[config.mk]
export PLATFORM = sky130hd
export DESIGN_NAME = occupancy_neighbourhood_reader
export DESIGN_NICKNAME = d
export VERILOG_FILES = /design/src/rtl/occupancy_pkg.sv /design/src/rtl/index_to_address.sv /design/src/rtl/occupancy_neighbourhood_reader.sv
export SDC_FILE = /design/constraint.sdc
export NUM_CORES = 1
export LEC_CHECK = 0
export ABC_AREA = 1
export CAP_MARGIN = 20
export CORE_UTILIZATION = 53
export CTS_BUF_LIST = sky130_fd_sc_hd__clkbuf_16
export CTS_CLUSTER_SIZE = 30
export DETAILED_ROUTE_END_ITERATION = 7
export PLACE_DENSITY = 0.82
export SYNTH_ARGS = -nofsm -noshare
export SYNTH_HDL_FRONTEND = slang
export SYNTH_SLANG_ARGS = --single-unit
[constraint.sdc]
create_clock -name clock -period 8.7 [get_ports clock]
set_clock_uncertainty 0.15 [all_clocks]
set_input_delay 1.74 -clock clock [delete_from_list [all_inputs] [get_ports clock]]
set_output_delay 1.74 -clock clock [all_outputs]
set_load 0.01 [all_outputs]
[src/rtl/occupancy_pkg.sv]
// Shared definitions for the occupancy-grid read side.
//   GRID_X_WIDTH / GRID_Y_WIDTH : grid index widths (32 x 16 grid)
//   CELL_WIDTH                  : unsigned log-odds cell width
//   reader_state_t              : neighbourhood reader FSM states
//   clamp_inc()                 : idx+1, saturating at the last row/column
package occupancy_pkg;

  localparam int GRID_X_WIDTH = 5;
  localparam int GRID_Y_WIDTH = 4;
  localparam int CELL_WIDTH   = 8;

  typedef enum logic [1:0] {
    IDLE    = 2'd0,
    READ    = 2'd1,
    DRAIN   = 2'd2,
    RESPOND = 2'd3
  } reader_state_t;

  // Widths up to 8 bits are handled; callers zero-extend and truncate back.
  function automatic logic [7:0] clamp_inc(input logic [7:0] idx, input logic [7:0] max_idx);
    return (idx >= max_idx) ? max_idx : idx + 8'd1;
  endfunction

endpackage

[src/rtl/index_to_address.sv]
// Grid index to linear RAM address: address = y * 2**X_WIDTH + x, i.e. {y, x}.
//   x       in  X_WIDTH          column index
//   y       in  Y_WIDTH          row index
//   address out X_WIDTH+Y_WIDTH  linear cell address
module index_to_address #(
  parameter int X_WIDTH = 5,
  parameter int Y_WIDTH = 4
) (
  input  logic [X_WIDTH-1:0]         x,
  input  logic [Y_WIDTH-1:0]         y,
  output logic [X_WIDTH+Y_WIDTH-1:0] address
);

  assign address = {y, x};

endmodule

[src/rtl/occupancy_neighbourhood_reader.sv]
// Fetches the 2x2 neighbourhood (x,y) (x+1,y) (x,y+1) (x+1,y+1) from the
// grid RAM read port and returns the four cells plus their sum in one beat.
//   clock, reset                 sole clock; synchronous active-high reset
//   req_valid/req_ready/req_x/y  request handshake and base coordinate
//   mem_read_enable/mem_address  read strobe and address to grid RAM
//   mem_data                     RAM read data, one cycle after the strobe
//   resp_valid/resp_ready        response handshake
//   resp_c00/c10/c01/c11         corner cells
//   resp_sum                     unsigned sum of the four corners
//   resp_edge                    bit0: x+1 clamped, bit1: y+1 clamped
//
// state   | meaning
// IDLE    | ready for a request
// READ    | four reads, corner k addressed, corner k-1 captured
// DRAIN   | capture last corner, form sum and edge flags
// RESPOND | response held until resp_ready
module occupancy_neighbourhood_reader #(
  parameter int X_WIDTH    = occupancy_pkg::GRID_X_WIDTH,
  parameter int Y_WIDTH    = occupancy_pkg::GRID_Y_WIDTH,
  parameter int CELL_WIDTH = occupancy_pkg::CELL_WIDTH
) (
  input  logic                         clock,
  input  logic                         reset,
  input  logic                         req_valid,
  output logic                         req_ready,
  input  logic [X_WIDTH-1:0]           req_x,
  input  logic [Y_WIDTH-1:0]           req_y,
  output logic                         mem_read_enable,
  output logic [X_WIDTH+Y_WIDTH-1:0]   mem_address,
  input  logic [CELL_WIDTH-1:0]        mem_data,
  output logic                         resp_valid,
  input  logic                         resp_ready,
  output logic [CELL_WIDTH-1:0]        resp_c00,
  output logic [CELL_WIDTH-1:0]        resp_c10,
  output logic [CELL_WIDTH-1:0]        resp_c01,
  output logic [CELL_WIDTH-1:0]        resp_c11,
  output logic [CELL_WIDTH+1:0]        resp_sum,
  output logic [1:0]                   resp_edge
);
  import occupancy_pkg::*;

  localparam logic [X_WIDTH-1:0] X_MAX = '1;
  localparam logic [Y_WIDTH-1:0] Y_MAX = '1;
  localparam int SUM_WIDTH = CELL_WIDTH + 2;

  reader_state_t state, state_next;

  logic [1:0]                 k;
  logic [X_WIDTH-1:0]         cap_x, x_next, sel_x;
  logic [Y_WIDTH-1:0]         cap_y, y_next, sel_y;
  logic [X_WIDTH+Y_WIDTH-1:0] corner_address;

  assign x_next = X_WIDTH'(clamp_inc(8'(cap_x), 8'(X_MAX)));
  assign y_next = Y_WIDTH'(clamp_inc(8'(cap_y), 8'(Y_MAX)));

  // k order c00, c10, c01, c11: bit0 selects x+1, bit1 selects y+1.
  assign sel_x = k[0] ? x_next : cap_x;
  assign sel_y = k[1] ? y_next : cap_y;

  index_to_address #(
    .X_WIDTH (X_WIDTH),
    .Y_WIDTH (Y_WIDTH)
  ) u_index_to_address (
    .x       (sel_x),
    .y       (sel_y),
    .address (corner_address)
  );

  always_ff @(posedge clock) begin
    if (reset) state <= IDLE;
    else       state <= state_next;
  end

  always_comb begin
    state_next      = state;
    req_ready       = 1'b0;
    mem_read_enable = 1'b0;
    mem_address     = '0;
    resp_valid      = 1'b0;
    case (state)
      IDLE: begin
        req_ready = !reset;
        if (req_valid) state_next = READ;
      end
      READ: begin
        mem_read_enable = 1'b1;
        mem_address     = corner_address;
        if (k == 2'd3) state_next = DRAIN;
      end
      DRAIN: begin
        state_next = RESPOND;
      end
      RESPOND: begin
        resp_valid = 1'b1;
        if (resp_ready) state_next = IDLE;
      end
      default: state_next = IDLE;
    endcase
  end

  always_ff @(posedge clock) begin
    if (reset) begin
      k         <= '0;
      cap_x     <= '0;
      cap_y     <= '0;
      resp_c00  <= '0;
      resp_c10  <= '0;
      resp_c01  <= '0;
      resp_c11  <= '0;
      resp_sum  <= '0;
      resp_edge <= '0;
    end else begin
      case (state)
        IDLE: begin
          k <= '0;
          if (req_valid) begin
            cap_x <= req_x;
            cap_y <= req_y;
          end
        end
        READ: begin
          k <= k + 2'd1;
          // Read data trails the address by one cycle.
          case (k)
            2'd1:    resp_c00 <= mem_data;
            2'd2:    resp_c10 <= mem_data;
            2'd3:    resp_c01 <= mem_data;
            default: ;
          endcase
        end
        DRAIN: begin
          resp_c11  <= mem_data;
          resp_sum  <= SUM_WIDTH'(resp_c00) + SUM_WIDTH'(resp_c10)
                     + SUM_WIDTH'(resp_c01) + SUM_WIDTH'(mem_data);
          resp_edge <= {cap_y == Y_MAX, cap_x == X_MAX};
        end
        default: ;
      endcase
    end
  end

endmodule

# == Word level (Yosys, flattened, before mapping) ==
# Cells that the tools add are included.
# W data, S select, Z words.
# op_classes
n_addsub,6
n_reduce_logical,8
n_mux,13
n_lt_le_gt_ge,2
n_eq_ne,11
# ops
cell,count
$add A10 B8 Y10,1
$add A9 B8 Y10,1
$mux W5,2
$add A8 B8 Y9,1
$mux W9,1
$eq A2 B2 Y1 const B,4
$mux W4,2
$pmux W2 S4,1
$reduce_and A2 Y1,4
$mux W2,3
$ne A2 B2 Y1 const B,3
$add A5 B1 Y5 const B,1
$eq A5 B5 Y1 const B,1
$ge A5 B5 Y1 const B,1
$add A4 B1 Y4 const B,1
$eq A2 B1 Y1 const B,2
$eq A4 B4 Y1 const B,1
$ge A4 B4 Y1 const B,1
$pmux W2 S2,1
$mux W1,3
$reduce_and A3 Y1,1
$add A2 B1 Y2 const B,1
$logic_not A2 Y1,1
$reduce_bool A2 Y1,1
$logic_not A1 Y1,1
# totals
output_inout_bits,56
input_bits,21
register_bits,57
word_cells,50

# == Longest topological paths before layout ==
# Gate-level depths: netlist of run 1.
# logic_depth
ltp_word,4
depth_mapped,13

# == By module ==
# Synthesis of run 1 repeated with hierarchy kept, for this count alone.
# unflattened
cells_unflattened,430
area_unflattened_um2,3236.9
# modules_own_cells
module,instances,cells_each,area_each_um2
occupancy_neighbourhood_reader,1,421,3169.3
index_to_address,1,9,67.6

# == Least setup slack after synthesis of run 1 ==
# OpenSTA, ideal clock, no wires.
# synth_path
path_type,input-to-reg
start,input port mem_data[1]
end,register resp_sum[7]
cell_stages,12
arrival_time_ns,3.810
setup_time_ns,0.109
required_ns,8.441
slack_ns,4.631
path_cell_list,fa_1 fa_1 ha_1 fa_1 nand3_1 nand2_1 nand2_1 nand2_1 nand2_1 nand3_1 nand2_1 inv_1
# synth_via
elab_chain_cells,1
# synth_lines
item,line,text
"start, declared",occupancy_neighbourhood_reader.sv:30,"input logic [CELL_WIDTH-1:0] mem_data,"
$add A10 B8 Y10,occupancy_neighbourhood_reader.sv:134,+ SUM_WIDTH'(resp_c01) + SUM_WIDTH'(mem_data);
"end signal, assigned",occupancy_neighbourhood_reader.sv:133,resp_sum <= SUM_WIDTH'(resp_c00) + SUM_WIDTH'(resp_c10)
"end, declared",occupancy_neighbourhood_reader.sv:37,"output logic [CELL_WIDTH+1:0] resp_sum,"
# Every way passes these cells.
# A chain may end at the register's enable or synchronous reset.

# == Worst setup path after layout of run 1 ==
# layout_path
start,input port reset
end,output port req_ready
# layout_via
elab_chain_cells,2
# layout_lines
item,line,text
"start, declared",occupancy_neighbourhood_reader.sv:23,"input logic reset,"
$logic_not A1 Y1,occupancy_neighbourhood_reader.sv:82,req_ready = !reset;
$mux W1,occupancy_neighbourhood_reader.sv:80,case (state)
"end, declared",occupancy_neighbourhood_reader.sv:25,"output logic req_ready,"
# Every way passes these cells.

==> out/results.ini, run 1 <==
[final_layout]
fin_util_pct = 74.9
fill_cells = 415
design_area_sq_mm = 0.00415
antennaDiodeCount = 0
syn2layout_area_growth_pct = 35.8
drive_above_1_share_pct = 3.34
regArea_sq_mm = 0.00114
final_nets = 531
multiInputGateArea_sq_mm = 0.00162

[floorplanning]
ios = 77
chipWidth_microns = 77.9
die_h_microns = 77.9
placementRows = 27
core_sq_mm = 0.00554
dieArea_sq_mm = 0.00607
initial_core_util_pct = 55.2

[cts]
cts_buffers = 9
postCtsHoldBufs = 0
cts_max_level = 3
cts.path.max_buffers = 2
ctsResizeCount = 0
cts_tree = built
post_cts_buffers = 0
insertion_delay_ns = 0.32
clkTransAtPathRegs_ns = 0.05
clock_sinks = 57
cts-root-buf = clkbuf_16

[timing]
fmax_ghz = 0.203
slew_violations = 0
slew-limit-headroom_pct = 34.1
min_period_ns = 4.93
min_period_over_period_pct = 56.7
finalHoldViolations = 0
tightest_slew_ns = 0.988
rsz0062_at_grt = false
holdWs_ns = 0.339
setup_viol = 0
final.setup.tns_ns = 0

[grt]
antenna_found_initial = 0
grtUsageTotal_pct = 25.8
grt_pass1_vias = 2700
grt_max_degree = 32
grt-ovfl-total = 0
grt_pass1_wl_mm = 12.2

[critical_path]
critPathArrivalTime_ns = 3.04
critPathRequiredTime_ns = 6.81
end_kind = output pin
critPathLaunchType = primary input
critPathKind = primary input to output pin
crit_fanout = 10

[synth]
avgSynthCellArea_sq_um = 7.60
yosysTopAreaCell = dfxtp_1
synth-seq-area-share_pct = 37.3
synthSimpleGateAreaFrac_pct = 17.6
synth_area_leaders = dfxtp_1, fa_1, nor2_1
synth_common_cells = nor2_1, inv_1, dfxtp_1, o21ai_0, nand2_1
synth_cell_types = 24
async_flop_share_pct = 0
synth.most_common_cell = nor2_1
synth_top_area_share_pct = 37.3
netlist_area_sq_mm = 0.00306
synth_compound_area_share_pct = 15.9
synth_edf_count = 0
synthAdderAreaFrac_pct = 18.3
synthFlopType = dfxtp_1
ys_seq_elements = 57
synth_top_family_by_area = adder cells
synth_cells = 402
synthMuxAreaShare_pct = 0
yosys_warnings = 0
synthXorXnorAreaFrac_pct = 1.15
synth_nets = 458

[drt]
drtAntennaViolNets = 0
drc = 0
drt_iter0_drc = 156
via_per_inst = 5.20
drt-total-wl_mm = 7.19
num_vias = 2866
dr.pass1.iters = 5
routedWlPerCell_microns = 13.1

[power]
power.leakage_nw = 1.87
cellPowerDensity_mw_per_mm2 = 262
peakVddDrop_mv = 0.231

[placed_design]
dpl.hpwl_mm = 5.09
portBuffers = 76
gp_congestion = 0.781
place_area_sq_mm = 0.00387

[status]
outcome = completed

[job]
maxCapViolations = 0

[hold_path]
hold_path.class = flop to flop

state kept, by name (all words and copies together) (netlist names):
name,count
resp_c11,8
resp_c10,8
resp_c01,8
state,2
resp_c00,8
k,2
cap_y,4
resp_sum,10
resp_edge,2
cap_x,5
power breakdown:
part	switching, mW	internal, mW	total, mW
registers	0.0427	0.317	0.360
logic	0.218	0.181	0.399
clock network	0.114	0.215	0.329
stage by stage:
step	power [mW]	cells	worst slack [ns]
after floorplan	0.596	402	4.63
after global placement	0.745	535	3.76
after detailed placement	0.758	536	3.77
after CTS	1.09	551	3.77
after global routing	1.16	551	3.70
final	1.09	551	3.77
per-layer routing:
metal | track usage [%] | vias up | routed length [microns]
met4 | 12.4 | 0 | 134
met5 | 0 | - | 0
met3 | 4.59 | 12 | 387
li1 | - | 1425 | -
met1 | 32.2 | 1333 | 3140
met2 | 43.0 | 96 | 3530
path summary, 6_finish.rpt:
kind / start / end / slack (ns) / cells after the start
setup / recovery: reset / req_ready / 3.77 / 3
hold / removal: resp_sum[5] / resp_sum[5] / 0.34 / 2
setup reg to reg: resp_c00[1] / resp_sum[7] / 5.86 / 12
hold reg to reg: resp_sum[5] / resp_sum[5] / 0.34 / 2
layout make-up:
class / instances / share of cell area, %
Clock inverter: 6 / 1.24
Sequential cell: 57 / 27.5
Multi-Input combinational cell: 267 / 39.0
Clock buffer: 9 / 5.43
Timing Repair Buffer: 77 / 19.0
Inverter: 63 / 5.70
Tap cell: 72 / 2.17
critical path, cell delays in order:
cell and delay, ns:
clkdlybuf4s50_1 0.59, nor2_1 0.17, clkdlybuf4s50_1 0.54
cells by family after synthesis:
family,after synthesis
simple gates,137
compound gates,91
buf+inv,78
flops,57
fa+ha+maj,35
xor+xnor,4
cell usage in the layout, fill, tap and decap left out:
cell type,n
a31oi_1,2
ha_1,19
dfxtp_1,57
bufinv_16,1
o21ai_0,50
inv_1,62
nand3_1,14
clkbuf_16,9
clkinv_2,2
buf_16,1
o31ai_1,2
o21bai_1,1
o211ai_1,3
xor2_1,4
fa_1,16
nor2_1,78
nand2_1,41
or2_0,1
or2_2,1
o21ai_1,1
a211oi_1,2
clkdlybuf4s50_1,76
o211ai_2,1
clkinv_1,3
inv_2,1
nor3_1,2
a21oi_1,29
Note: power is estimated with default switching activity, not from simulation.
==> run 2, diff against run 1 <==
- CORE_UTILIZATION: 53 -> 45
- PLACE_DENSITY: 0.82 -> 0.74
- clock period: 8.7 -> 4.5 ns (I/O delays scaled with it)
==> run 2 against run 1 <==
  * The run now ends with design-rule violations left
  * Via count is 3.2% lower
  * Combinational power increased by 92%
  * Sequential share of layout area is 0.18 points higher
  * Register-to-register slack got worse by 4.2 ns
  * Sequential power grew 93%
  * Cell area fell by 0.66%
==> out/results.ini, run 2 (synthesis gave the netlist of run 1 again) <==
[status]
outcome = complete, but fails checks
violations = design-rule violations

[cts]
ctsResizeCount = 0  ; unchanged
cts_max_level = 3  ; unchanged
insertion_delay_ns = 0.32  ; about the same
clkTransAtPathRegs_ns = 0.05  ; about the same
cts_buffers = 9  ; unchanged
cts.path.max_buffers = 2  ; unchanged
cts-root-buf = clkbuf_16
cts_tree = built
post_cts_buffers = 0  ; unchanged
postCtsHoldBufs = 0  ; unchanged
clock_sinks = 57  ; unchanged

[timing]
min_period_ns = 3.60
tightest_slew_ns = 0.900  ; -0.0881 ns
holdWs_ns = 0.345  ; +0.00619 ns
slew_violations = 0  ; unchanged
fmax_ghz = 0.278
final.setup.tns_ns = 0  ; unchanged
rsz0062_at_grt = false
slew-limit-headroom_pct = 39.9  ; +5.8 points
min_period_over_period_pct = 79.9
setup_viol = 0  ; unchanged
finalHoldViolations = 0  ; unchanged

[power]
internal_power_mw = 1.32  ; +85%
sw_frac_of_total_pct = 35.1  ; +0.69 points
cellPowerDensity_mw_per_mm2 = 494  ; +89%
p_clk_share_pct = 28.3  ; -1.9 points
power_mw = 2.04  ; +87%
power.leakage_nw = 1.86  ; -0.40%
comb_power_share_pct = 37.5  ; +0.8 points
switchingPower_mw = 0.715  ; +91%
peakVddDrop_mv = 0.256  ; +11%
sequentialPowerShare_pct = 34.1  ; +1.0 points

[final_layout]
mostFrequentLayoutCell = nor2_1
regArea_sq_mm = 0.00114  ; unchanged
drive_above_1_share_pct = 3.53  ; +0.19 points
largest_register_ffs = 10  ; unchanged
layout_common_cells = nor2_1, clkdlybuf4s50_1, inv_1, dfxtp_1, o21ai_0
final_nets = 532  ; +0.19%
syn2layout_area_growth_pct = 34.9
largest_register = resp_sum
fill_cells = 568  ; +37%
design_area_sq_mm = 0.00412  ; -0.66%
antennaDiodeCount = 0  ; unchanged
multiInputGateArea_sq_mm = 0.00162  ; unchanged

[drt]
drc = 9  ; +9
via_per_inst = 4.97  ; -4.4%
drtAntennaViolNets = 0  ; unchanged
routedWlPerCell_microns = 12.6  ; -3.1%
drt_iter0_drc = 151  ; -3.2%
num_vias = 2775  ; -3.2%
drt-total-wl_mm = 7.06  ; -1.8%
dr.pass1.iters = 6  ; +1

[placed_design]
place_area_sq_mm = 0.00387  ; -0.16%
portBuffers = 76  ; unchanged
gp_congestion = 0.787  ; +0.77%
dpl.hpwl_mm = 5.16  ; +1.4%

[grt]
grtUsageTotal_pct = 20.9  ; -4.9 points
antenna_found_initial = 0  ; unchanged
grt_max_degree = 35  ; +9.4%
grt_pass1_vias = 2552  ; -5.5%
grt-ovfl-total = 0  ; unchanged
grt_pass1_wl_mm = 11.5  ; -5.3%

[critical_path]
critPathRequiredTime_ns = 4.57  ; -2.24 ns
critPathKind = primary input to flop
end_kind = flop
worstPathCellList = clkdlybuf4s50_1 -> fa_1 -> fa_1 -> ha_1 -> fa_1 -> nand3_1 -> nand2_1 -> nand2_1 -> nand2_1 -> nand2_1 -> nand3_1 -> nand2_1 -> inv_1
critPathArrivalTime_ns = 3.67  ; +0.63 ns
cp_slowest_cell = fa_1
cp_common_cell = nand2_1
crit_fanout = 5  ; -5
worst-path-buf-inv = 2  ; unchanged
path_delay_family = adder cells
slowest_delay_ns = 0.60  ; about the same
critPathLaunchType = primary input

[hold_path]
hold_path.class = flop to flop

[floorplanning]
core_sq_mm = 0.00646  ; +17%
dieArea_sq_mm = 0.00713  ; +17%
initial_core_util_pct = 47.3  ; -7.8 points
ios = 77  ; unchanged
chipWidth_microns = 84.4  ; +8.3%
placementRows = 29  ; +7.4%
die_h_microns = 84.4  ; +8.3%

[job]
maxCapViolations = 0  ; unchanged

[run 2: cell count changes in the layout (fill, tap and decap cells not counted)]
cell       previous run  this run
buf_4                 0         2
buf_16                1         0
bufinv_16             1         0
clkinv_2              2         3
inv_1                62        63
[run 2: routing by layer]
| layer | track usage, % | wire length (microns) |
|---|---|---|
| met5 | 0 | 0 |
| met4 | 10.9 | 150 |
| met3 | 4.62 | 354 |
| met2 | 35.1 | 3420 |
| met1 | 25.2 | 3130 |
[run 2: power by group through the flow]
stage | Combinational (mW) | Sequential [mW] | Clock [mW]
after detailed placement | 0.767 | 0.703 | 0
after global placement | 0.745 | 0.701 | 0
final | 0.765 | 0.696 | 0.578
after global routing | 0.859 | 0.711 | 0.614
after CTS | 0.773 | 0.696 | 0.592
after floorplan | 0.434 | 0.718 | 0
[run 2: worst register-to-register path: stages, from the launching register on]
cell and delay, ns:
dfxtp_1 0.40, fa_1 0.47, fa_1 0.48, ha_1 0.25, fa_1 0.40, nand3_1 0.11
nand2_1 0.08, nand2_1 0.08, nand2_1 0.07, nand2_1 0.06, nand3_1 0.06, nand2_1 0.08
inv_1 0.03
[run 2: layout make-up]
type / count / area share, %
well taps: 77 / 2.34
clock inverters: 7 / 0.728
multi-input cells: 267 / 39.2
clock buffers: 9 / 5.46
flip-flops and latches: 57 / 27.7
inverters: 63 / 5.74
repair buffers: 78 / 18.8
[run 2: path summary, 6_finish.rpt]
path	slack, ns	cells past startpoint	endpoint	startpoint
worst max-delay path	0.90	13	resp_sum[7]	mem_data[1]
worst min-delay path	0.35	2	resp_edge[1]	resp_edge[1]
worst max register to register	1.67	12	resp_sum[7]	resp_c00[1]
worst min register to register	0.35	2	resp_edge[1]	resp_edge[1]
[run 2: metrics by stage]
stage,cells,util [%],setup WS [ns]
2_1_floorplan,402,-,1.27
3_5_place_dp,542,59.9,0.602
6_report,558,63.8,0.903
5_1_grt,558,63.8,0.775
3_3_place_gp,542,59.9,0.651
4_1_cts,558,63.8,0.931
==> run 3, diff against run 2 <==
- clock period: 4.5 -> 2.9 ns (I/O delays scaled with it)
==> run 3 against run 2 <==
  * Die area unchanged
  * Sequential cell count unchanged
  * Largest cell class unchanged
  * The run still ends with design-rule violations left
  * Critical path type unchanged
  * Setup slack worse by 0.88 ns
  * Critical path depth up 1
  * Clock power up 75%
  * Final cell count up 3.4%
  * Non-clock buffer count up 19
  * Count of clock-buffer cells in the layout unchanged
  * Routed wire length up 7.7%
  * Hold slack worse by 0.0050 ns
==> out/results.ini, run 3 (synthesis gave the netlist of run 1 again) <==
[status]
violations = design-rule violations
outcome = complete, but fails checks

[cts]
cts_tree = built
cts-root-buf = clkbuf_16
cts_buffers = 9  ; unchanged
insertion_delay_ns = 0.32  ; about the same
clock_sinks = 57  ; unchanged
postCtsHoldBufs = 0  ; unchanged
clkTransAtPathRegs_ns = 0.05  ; about the same
cts.path.max_buffers = 2  ; unchanged
cts_max_level = 3  ; unchanged

[critical_path]
crit_fanout = 3  ; -2
critPathLaunchType = primary input
worstPathCellList = clkdlybuf4s50_1 -> inv_1 -> fa_1 -> fa_1 -> inv_1 -> ha_4 -> nand2_1 -> inv_1 -> a21oi_2 -> nand2_1 -> nand2_1 -> nand3_1 -> nand2_1 -> inv_1
critPathRequiredTime_ns = 2.97  ; -1.60 ns
critPathKind = primary input to flop
end_kind = flop
slowest_delay_ns = 0.49  ; -0.11 ns
worst-path-buf-inv = 5  ; +3
path_delay_family = adder cells
cp_slowest_cell = fa_1
critPathArrivalTime_ns = 2.95  ; -0.72 ns

[drt]
dr.pass1.iters = 8  ; +2
routedWlPerCell_microns = 13.2  ; +4.1%
num_vias = 2915  ; +5.0%
drt-total-wl_mm = 7.60  ; +7.7%
via_per_inst = 5.05  ; +1.6%
drtAntennaViolNets = 0  ; unchanged
drt_iter0_drc = 139  ; -7.9%
drc = 7  ; -2

[grt]
grt_pass1_wl_mm = 12.7  ; +10%
grt_pass1_vias = 2799  ; +9.7%
grt_max_degree = 42  ; +20%
antenna_found_initial = 0  ; unchanged
grt-ovfl-total = 0  ; unchanged
grtUsageTotal_pct = 22.8  ; +1.9 points

[floorplanning]
dieArea_sq_mm = 0.00713  ; unchanged
chipWidth_microns = 84.4  ; unchanged
placementRows = 29  ; unchanged
die_h_microns = 84.4  ; unchanged
ios = 77  ; unchanged
initial_core_util_pct = 47.3  ; unchanged
core_sq_mm = 0.00646  ; unchanged

[placed_design]
place_area_sq_mm = 0.00403  ; +4.1%
dp_slack_ns = -0.562  ; -1.16 ns
dpl.hpwl_mm = 5.44  ; +5.5%
portBuffers = 76  ; unchanged
gp_congestion = 0.918  ; +17%

[timing]
min_period_ns = 2.88
setup_viol = 0  ; unchanged
setup_slack_ns = 0.0243  ; -0.879 ns
finalHoldViolations = 0  ; unchanged
rsz0062_at_grt = true
tightest_slew_ns = 0.493  ; -0.407 ns
min_period_over_period_pct = 99.2
slew-limit-headroom_pct = 67.1  ; +27 points
slew_violations = 0  ; unchanged
fmax_ghz = 0.348

[power]
peakVddDrop_mv = 0.507  ; +98%
cellPowerDensity_mw_per_mm2 = 768  ; +55%
power.leakage_nw = 2.01  ; +8.1%

[final_layout]
drive_above_1_share_pct = 11.4  ; +7.9 points
syn2layout_area_growth_pct = 44.0
mostFrequentLayoutCell = nor2_1
largest_register = resp_sum
final_nets = 551  ; +3.6%
design_area_sq_mm = 0.00440  ; +6.8%
largest_register_ffs = 10  ; unchanged
layout_common_cells = nor2_1, clkdlybuf4s50_1, inv_1, dfxtp_1, o21ai_0
antennaDiodeCount = 0  ; unchanged

[job]
maxCapViolations = 0  ; unchanged

[hold_path]
hold_path.class = flop to flop

run 3: cell count changes in the layout (fill, tap and decap cells not counted), moves of 3 or more:
cell	before	now
buf_4	2	20
ha_4	0	5
inv_1	63	60
clkdlybuf4s50_1	76	65
a21oi_1	29	26
dlygate4sd2_1	0	9
a21oi_2	0	3
ha_1	19	12
run 3: power breakdown:
part           switching, mW  total, mW  internal, mW
clock                  0.357       1.01         0.654
combinational          0.682       1.29         0.607
sequential             0.129       1.08         0.953
run 3: cell type report:
| cell class | count | area [sq um] |
|---|---|---|
| fill | 532 | 2060 |
| multi-input combinational | 267 | 1720 |
| sequential | 57 | 1140 |
| timing repair buffer | 97 | 925 |
| inverter | 63 | 236 |
| clock buffer | 9 | 225 |
| tap | 77 | 96.3 |
| clock inverter | 7 | 61.3 |
run 3: what timing repair did:
action | in CTS | in global routing
buffers inserted | 0 | 0
endpoints found under the setup margin | 11 | 7
resized for setup | 19 | 10
pin swaps | 13 | 6
run 3: final timing paths:
path,from,end,slack (ns),depth (start not counted)
max,mem_data[7],resp_sum[8],0.02,14
min,resp_edge[1],resp_edge[1],0.34,2
max reg2reg,resp_c10[1],resp_sum[7],0.23,12
min reg2reg,resp_edge[1],resp_edge[1],0.34,2
run 3: worst min-delay path, cell delays in order, from the launching register on:
cell	delay, ns
dfxtp_1	0.32
o211ai_1	0.08
inv_1	0.05
run 3: routing by layer:
layer / GRT usage (%) / up-vias / share of wire (%)
met5: 0 / - / 0
met4: 10.5 / 0 / 1.7
met3: 4.52 / 12 / 5.0
met2: 39.6 / 79 / 50
met1: 27.3 / 1361 / 43
li1: - / 1463 / -
run 3: through the flow:
stage                     util (%)  cells  power (mW)  setup TNS, ns  hold slack (ns)
final                         68.2    577        3.38              0            0.340
after global routing          68.2    577        3.61         -0.111            0.352
after CTS                     67.8    577        3.39              0            0.340
after detailed placement      62.3    561        2.33          -3.86            0.324
after global placement        62.3    561        2.30          -3.46            0.315
after floorplan                  -    402        1.79              0            0.331
